**config.mk**
```make
export PLATFORM = sky130hd
export DESIGN_NAME = dualtimer_clken_ctrl_flat
export DESIGN_NICKNAME = d
export VERILOG_FILES = /design/src/rtl/dualtimer_clken_ctrl_if.sv /design/src/rtl/dualtimer_clken_ctrl.sv /design/src/flat_wrapper.sv
export SDC_FILE = /design/constraint.sdc
export NUM_CORES = 1
export LEC_CHECK = 0
export CAP_MARGIN = 20
export CORE_UTILIZATION = 46
export CTS_CLUSTER_SIZE = 8
export DETAILED_ROUTE_END_ITERATION = 8
export PLACE_DENSITY = 0.8
export SYNTH_ARGS = -nofsm -noshare
export SYNTH_HDL_FRONTEND = slang
export SYNTH_SLANG_ARGS = --single-unit
```
**constraint.sdc**
```tcl
create_clock -name PCLK -period 2 [get_ports PCLK]
set_input_delay 0.2 -clock PCLK [delete_from_list [all_inputs] [get_ports PCLK]]
set_output_delay 0.2 -clock PCLK [all_outputs]
set_load 0.05 [all_outputs]
```
**src/rtl/dualtimer_clken_ctrl_if.sv**
```systemverilog
// rtl/dualtimer_clken_ctrl_if.sv - APB signal bundle for the dual-timer clock-enable scheduler
//
// Purpose: groups the APB slave signals of dualtimer_clken_ctrl.
// Signals:
//   PSEL, PENABLE, PWRITE  - APB select, access phase and direction (master -> slave)
//   PADDR[11:0]            - byte address; bits [1:0] are ignored by the slave
//   PWDATA[31:0]           - write data
//   PRDATA[31:0]           - read data (slave -> master)
//   PREADY, PSLVERR        - transfer completion and error response (slave -> master)

interface dualtimer_clken_ctrl_if;
  logic        PSEL;
  logic        PENABLE;
  logic        PWRITE;
  logic [11:0] PADDR;
  logic [31:0] PWDATA;
  logic [31:0] PRDATA;
  logic        PREADY;
  logic        PSLVERR;

  modport master (
    output PSEL, PENABLE, PWRITE, PADDR, PWDATA,
    input  PRDATA, PREADY, PSLVERR
  );

  modport slave (
    input  PSEL, PENABLE, PWRITE, PADDR, PWDATA,
    output PRDATA, PREADY, PSLVERR
  );
endinterface

```
**src/rtl/dualtimer_clken_ctrl.sv**
```systemverilog
// rtl/dualtimer_clken_ctrl.sv - APB-programmable two-channel clock-enable pulse generator
//
// Purpose: divides PCLK by two independent programmable divisors and emits one
// registered, single-cycle qualifier pulse per channel every DIVn+1 cycles.
// Ports:
//   PCLK              - sole clock, rising edge
//   PRESETn           - asynchronous active-low reset
//   apb               - APB slave (dualtimer_clken_ctrl_if.slave), zero wait states
//   dualtimer_clken1  - channel-1 clock-enable pulse (flop output)
//   dualtimer_clken2  - channel-2 clock-enable pulse (flop output)
// Register map (byte offsets):
//   0x00 CTRL  RW  bit0 EN1, bit1 EN2, bit2 RESTART (self-clearing, reads 0)
//   0x04 DIV1  RW  0x08 DIV2 RW
//   0x0C CNT1  RO  0x10 CNT2 RO  0x14 STATUS RO {clken2, clken1}

module dualtimer_clken_ctrl #(
  parameter int DIV_WIDTH = 16
) (
  input  logic                  PCLK,
  input  logic                  PRESETn,
  dualtimer_clken_ctrl_if.slave apb,
  output logic                  dualtimer_clken1,
  output logic                  dualtimer_clken2
);

  localparam logic [9:0] W_CTRL   = 10'd0;
  localparam logic [9:0] W_DIV1   = 10'd1;
  localparam logic [9:0] W_DIV2   = 10'd2;
  localparam logic [9:0] W_CNT1   = 10'd3;
  localparam logic [9:0] W_CNT2   = 10'd4;
  localparam logic [9:0] W_STATUS = 10'd5;

  logic [1:0]           r_en;
  logic [DIV_WIDTH-1:0] r_div [2];
  logic [DIV_WIDTH-1:0] r_cnt [2];
  logic [1:0]           r_clken;
  logic                 r_restart;

  logic [9:0]  w_word;
  logic        w_unmapped;
  logic        w_ro;
  logic        w_access;
  logic        w_err;
  logic        w_wr;
  logic [31:0] w_rdata;
  logic        w_unused;

  assign w_word     = apb.PADDR[11:2];
  assign w_unmapped = (w_word > W_STATUS);
  assign w_ro       = (w_word >= W_CNT1) && !w_unmapped;
  assign w_access   = apb.PSEL && apb.PENABLE;
  assign w_err      = w_access && (w_unmapped || (apb.PWRITE && w_ro));
  // Erroring writes are squashed here so they never reach register state.
  assign w_wr       = w_access && apb.PWRITE && !w_err;
  assign w_unused   = ^{apb.PADDR[1:0], apb.PWDATA};

  always_ff @(posedge PCLK or negedge PRESETn) begin
    if (!PRESETn) begin
      r_en      <= 2'b00;
      r_clken   <= 2'b00;
      r_restart <= 1'b0;
      for (int i = 0; i < 2; i++) begin
        r_div[i] <= '0;
        r_cnt[i] <= '0;
      end
    end else begin
      // RESTART is captured on the committing edge and acts one edge later.
      r_restart <= w_wr && (w_word == W_CTRL) && apb.PWDATA[2];

      if (w_wr) begin
        case (w_word)
          W_CTRL:  r_en     <= apb.PWDATA[1:0];
          W_DIV1:  r_div[0] <= apb.PWDATA[DIV_WIDTH-1:0];
          W_DIV2:  r_div[1] <= apb.PWDATA[DIV_WIDTH-1:0];
          default: ;
        endcase
      end

      // Reload always reads the registered divisor, so a divisor written
      // mid-period only takes effect at the next terminal count. RESTART
      // takes priority over a terminal count and suppresses that pulse.
      for (int i = 0; i < 2; i++) begin
        if (r_restart || !r_en[i]) begin
          r_cnt[i]   <= r_div[i];
          r_clken[i] <= 1'b0;
        end else if (r_cnt[i] == '0) begin
          r_cnt[i]   <= r_div[i];
          r_clken[i] <= 1'b1;
        end else begin
          r_cnt[i]   <= r_cnt[i] - 1'b1;
          r_clken[i] <= 1'b0;
        end
      end
    end
  end

  always_comb begin
    w_rdata = '0;
    if (apb.PSEL && !apb.PWRITE) begin
      case (w_word)
        W_CTRL:   w_rdata = {30'b0, r_en};
        W_DIV1:   w_rdata = 32'(r_div[0]);
        W_DIV2:   w_rdata = 32'(r_div[1]);
        W_CNT1:   w_rdata = 32'(r_cnt[0]);
        W_CNT2:   w_rdata = 32'(r_cnt[1]);
        W_STATUS: w_rdata = {30'b0, r_clken};
        default:  w_rdata = '0;
      endcase
    end
  end

  assign apb.PRDATA   = w_rdata;
  assign apb.PREADY   = 1'b1;
  assign apb.PSLVERR  = w_err;
  assign dualtimer_clken1 = r_clken[0];
  assign dualtimer_clken2 = r_clken[1];

endmodule

```
**src/flat_wrapper.sv**
```systemverilog
// flat-port wrapper written by rule: the top's interface ports become plain ports
module dualtimer_clken_ctrl_flat 
#(
  parameter int DIV_WIDTH = 16
)
  (PCLK, PRESETn, dualtimer_clken1, dualtimer_clken2, apb_PSEL, apb_PENABLE, apb_PWRITE, apb_PADDR, apb_PWDATA, apb_PRDATA, apb_PREADY, apb_PSLVERR);
  dualtimer_clken_ctrl_if apb_i ();
  input  logic PCLK;
  input  logic PRESETn;
  output logic dualtimer_clken1;
  output logic dualtimer_clken2;
  input wire logic [$bits(apb_i.PSEL)-1:0] apb_PSEL;
  input wire logic [$bits(apb_i.PENABLE)-1:0] apb_PENABLE;
  input wire logic [$bits(apb_i.PWRITE)-1:0] apb_PWRITE;
  input wire logic [$bits(apb_i.PADDR)-1:0] apb_PADDR;
  input wire logic [$bits(apb_i.PWDATA)-1:0] apb_PWDATA;
  output wire logic [$bits(apb_i.PRDATA)-1:0] apb_PRDATA;
  output wire logic [$bits(apb_i.PREADY)-1:0] apb_PREADY;
  output wire logic [$bits(apb_i.PSLVERR)-1:0] apb_PSLVERR;
  assign apb_i.PSEL = apb_PSEL;
  assign apb_i.PENABLE = apb_PENABLE;
  assign apb_i.PWRITE = apb_PWRITE;
  assign apb_i.PADDR = apb_PADDR;
  assign apb_i.PWDATA = apb_PWDATA;
  assign apb_PRDATA = apb_i.PRDATA;
  assign apb_PREADY = apb_i.PREADY;
  assign apb_PSLVERR = apb_i.PSLVERR;
  dualtimer_clken_ctrl #(.DIV_WIDTH(DIV_WIDTH)) u_core (.PCLK(PCLK), .PRESETn(PRESETn), .apb(apb_i), .dualtimer_clken1(dualtimer_clken1), .dualtimer_clken2(dualtimer_clken2));
endmodule
```
==> reports/qor.yml <==
sta:
  hold_viol_final: 0
  finalSetupViolations: 32
  max_freq_ghz: 0.4587
  relSlewSlack_pct: 65.11
  finalMaxSlewViolations: 0
  rsz0062_at_grt: "yes"
  clock_skew_ps: 9.841
  fin_crit_ps: 2180
  worstMarginPinSlew_ps: 521.7
  worst_slack_ps: -180.3
  timing.final.crit_share_pct: 109.0
placement:
  dpl.hpwl_mm: 7.685
  pre_cts_ws_ps: -565.2
  io_buffer_count: 49
  gp_congestion: 0.8143
  place_inst: 558
clock_tree:
  cts_root_buf: "clkbuf_8"
  clock_latency_ps: 350
  clk_pin_slew_ps: 80
  clock_path_buffers: 2
  numCtsBuffers: 9
  h-tree-depth: 3
  cts_tree: "built"
  cts_sinks: 69
grt:
  antenna_found_initial: 0
  grt_max_degree: 70
  grt_pass1_vias: 3488
  grt_pass1_wl_mm: 18.33
  grt_usage_pct: 28.06
  grt_overflow_total: 0
worst_hold_path:
  min-delay-path-class: "in2async"
route:
  ant_nets: 0
  avgRoutedWirePerCell_um: 20.73
  viasPerCell: 5.818
  post-route-drc-count: 0
  vias: 3456
  first_pass_iters: 5
  drt-initial-drc-count: 377
  wl_mm: 12.31
yosys:
  syn_avg_cell_area_um2: 10.32
  synthCells: 380
  synth-seq-cells: 69
  yosysSeqAreaShare_pct: 44.02
  yosys_warnings: 0
  ys_types: 47
  synth_edf_count: 0
  async_flop_share_pct: 100.0
  syn-cell-area_um2: 3923
  synthFlopType: "dfrtp_1"
pwr:
  p_sw_share_pct: 27.65
  combPwrFrac_pct: 12.1
  power_frac_clock_pct: 37.3
  power_leakage_nw: 2.687
  vdd_drop_max_mv: 0.3171
  power_density_nw_per_um2: 495.9
  power.internal_mw: 2.012
  power_frac_seq_pct: 50.6
  switching_power_mw: 0.7688
run_status:
  failed_checks: "negative setup slack"
  status: "finished with violations"
critical_path:
  crit_type: "reg2reg"
  cp_max_fo: 7
  start_kind: "register"
  arrival_ps: 2420
  critPathMaxStageDelay_ps: 550
  worstPathCellList: "or4_4 -> or3_4 -> o31ai_4 -> buf_4 -> a21oi_2 -> a21o_1"
  crit_slowest_cell: "or4_4"
  required_ps: 2240
  end_kind: "register"
cells_and_area:
  fin_nets: 537
  final_common_cell: "dfrtp_1"
  stdcell_count: 594
  syn2layout_area_growth_pct: 42.97
  area.sequential_um2: 1727
  mostFrequentLayoutCells: "69 x dfrtp_1, 50 x buf_4, 28 x nor2_1"
  num-fill-cells: 531
  multi_input_area_um2: 2273
  drive_gt1_share_pct: 40.08
  antennaDiodeCount: 0
die:
  dieArea_um2: 8900
  initial_core_util_pct: 47.74
  row_count: 33
  fp.dieW_um: 94.34
  pin_count: 85
  coreArea_um2: 8217
  fp.dieH_um: 94.34
flow_run:
  maxCapViolCount: 0
==> stage by stage <==
step           TNS, ps  total power, mW  hold slack [ps]  utilization [%]  cell area, um2
3_3_place_gp    -20330            1.743            247.0            60.68            4986
6_report         -3027            2.781            384.5            68.25            5608
4_1_cts          -3765            2.767            402.7            66.80            5489
5_1_grt          -4645            2.874            402.6            68.25            5608
3_5_place_dp    -23250            1.749            245.8            60.68            4986
2_1_floorplan    -2084            1.622           -95.59                -            4071
==> sequential cells by signal, indices dropped and copies added (netlist names) <==
signal            flops
u_core.r_clken        2
u_core.r_cnt         32
u_core.r_en           2
u_core.r_div         32
u_core.r_restart      1
==> Yosys cell counts (all sizes together), types with 2 or more instances <==
cell type | n | area, um2
nor2b | 5 | 31.28
nand3 | 2 | 10.01
or3 | 2 | 12.51
o21ai | 14 | 70.07
nand4b | 3 | 26.28
mux2 | 35 | 431.7
inv | 7 | 26.28
o31ai | 3 | 27.52
nand3b | 2 | 27.53
nand2 | 25 | 93.84
a2111oi | 2 | 23.77
xor2 | 7 | 61.31
and3 | 2 | 12.51
xnor2 | 17 | 148.9
a22oi | 14 | 105.1
a21o | 2 | 15.01
nor2 | 31 | 123.9
ha | 4 | 50.05
mux2i | 16 | 160.2
nand2b | 4 | 25.02
dfrtp | 69 | 1727
or4 | 6 | 52.55
a31oi | 3 | 18.77
and2 | 14 | 87.58
a21oi | 17 | 85.08
nor3 | 8 | 40.04
clkbuf | 15 | 56.30
nor4 | 7 | 43.79
conb | 2 | 7.510
buf | 21 | 161.4
o22ai | 13 | 81.33
==> cell families after synthesis <==
group | share of synthesized area [%]
AND/OR/NAND/NOR | 15.53
buffers and inverters | 6.220
other | 0.1915
flip-flops | 44.02
multiplexers | 15.66
AO/OA/AOI/OAI | 11.74
adder cells (fa/ha/maj) | 1.276
XOR/XNOR | 5.359
==> worst max-delay path, delay by kind of cell, from the launching register on <==
kind / cells / cell delay (ps)
compound gates: 3 / 520
simple gates: 2 / 930
buf+inv: 1 / 230
flops: 1 / 390
==> final timing paths <==
| check | start | end | slack (ps) | cells after the start |
|---|---|---|---|---|
| max in group asynchronous | PRESETn | u_core.r_cnt[5] | 1300 | 3 |
| min in group PCLK | apb_PADDR[4] | u_core.r_restart | 390 | 3 |
| hold reg to reg | u_core.r_div[12] | u_core.r_cnt[12] | 530 | 2 |
| setup reg to reg | u_core.r_cnt[11] | u_core.r_cnt[7] | -180 | 6 |
| hold / removal | PRESETn | u_core.r_cnt[28] | 380 | 3 |
| setup / recovery | u_core.r_cnt[11] | u_core.r_cnt[7] | -180 | 6 |
==> power groups by stage <==
stage	clock network [mW]	logic, mW	registers [mW]
CTS	1.04	0.322	1.41
finish	1.04	0.336	1.41
global placement	0	0.310	1.43
global route	1.11	0.356	1.41
floorplan	0	0.189	1.43
detailed placement	0	0.316	1.43
==> per-layer routing <==
metal | global-route usage, % | routed length, um | up-vias
li1 | - | - | 1538
met1 | 36.47 | 5099 | 1712
met2 | 46.38 | 6160 | 169
met3 | 4.750 | 738 | 37
met4 | 11.67 | 315 | 0
met5 | 0 | 0 | -
==> timing repair <==
action | 4_1_cts | 5_1_grt
hold buffers | 1 | 0
pin swaps | 10 | 9
buffers inserted | 15 | 5
endpoints found under the setup margin | 82 | 53
gates cloned | 4 | 0
hold endpoints to repair | 69 | 0
gates resized for setup | 62 | 40
==> final cells by class <==
| cell class | count | area share, % |
|---|---|---|
| Clock inverter | 5 | 0.6470 |
| Sequential cell | 69 | 30.79 |
| Clock buffer | 11 | 2.521 |
| Timing Repair Buffer | 114 | 22.69 |
| Multi-Input combinational cell | 283 | 40.54 |
| Tap cell | 105 | 2.343 |
| Inverter | 7 | 0.4685 |
No activity file was read; power rests on OpenSTA's default activity.
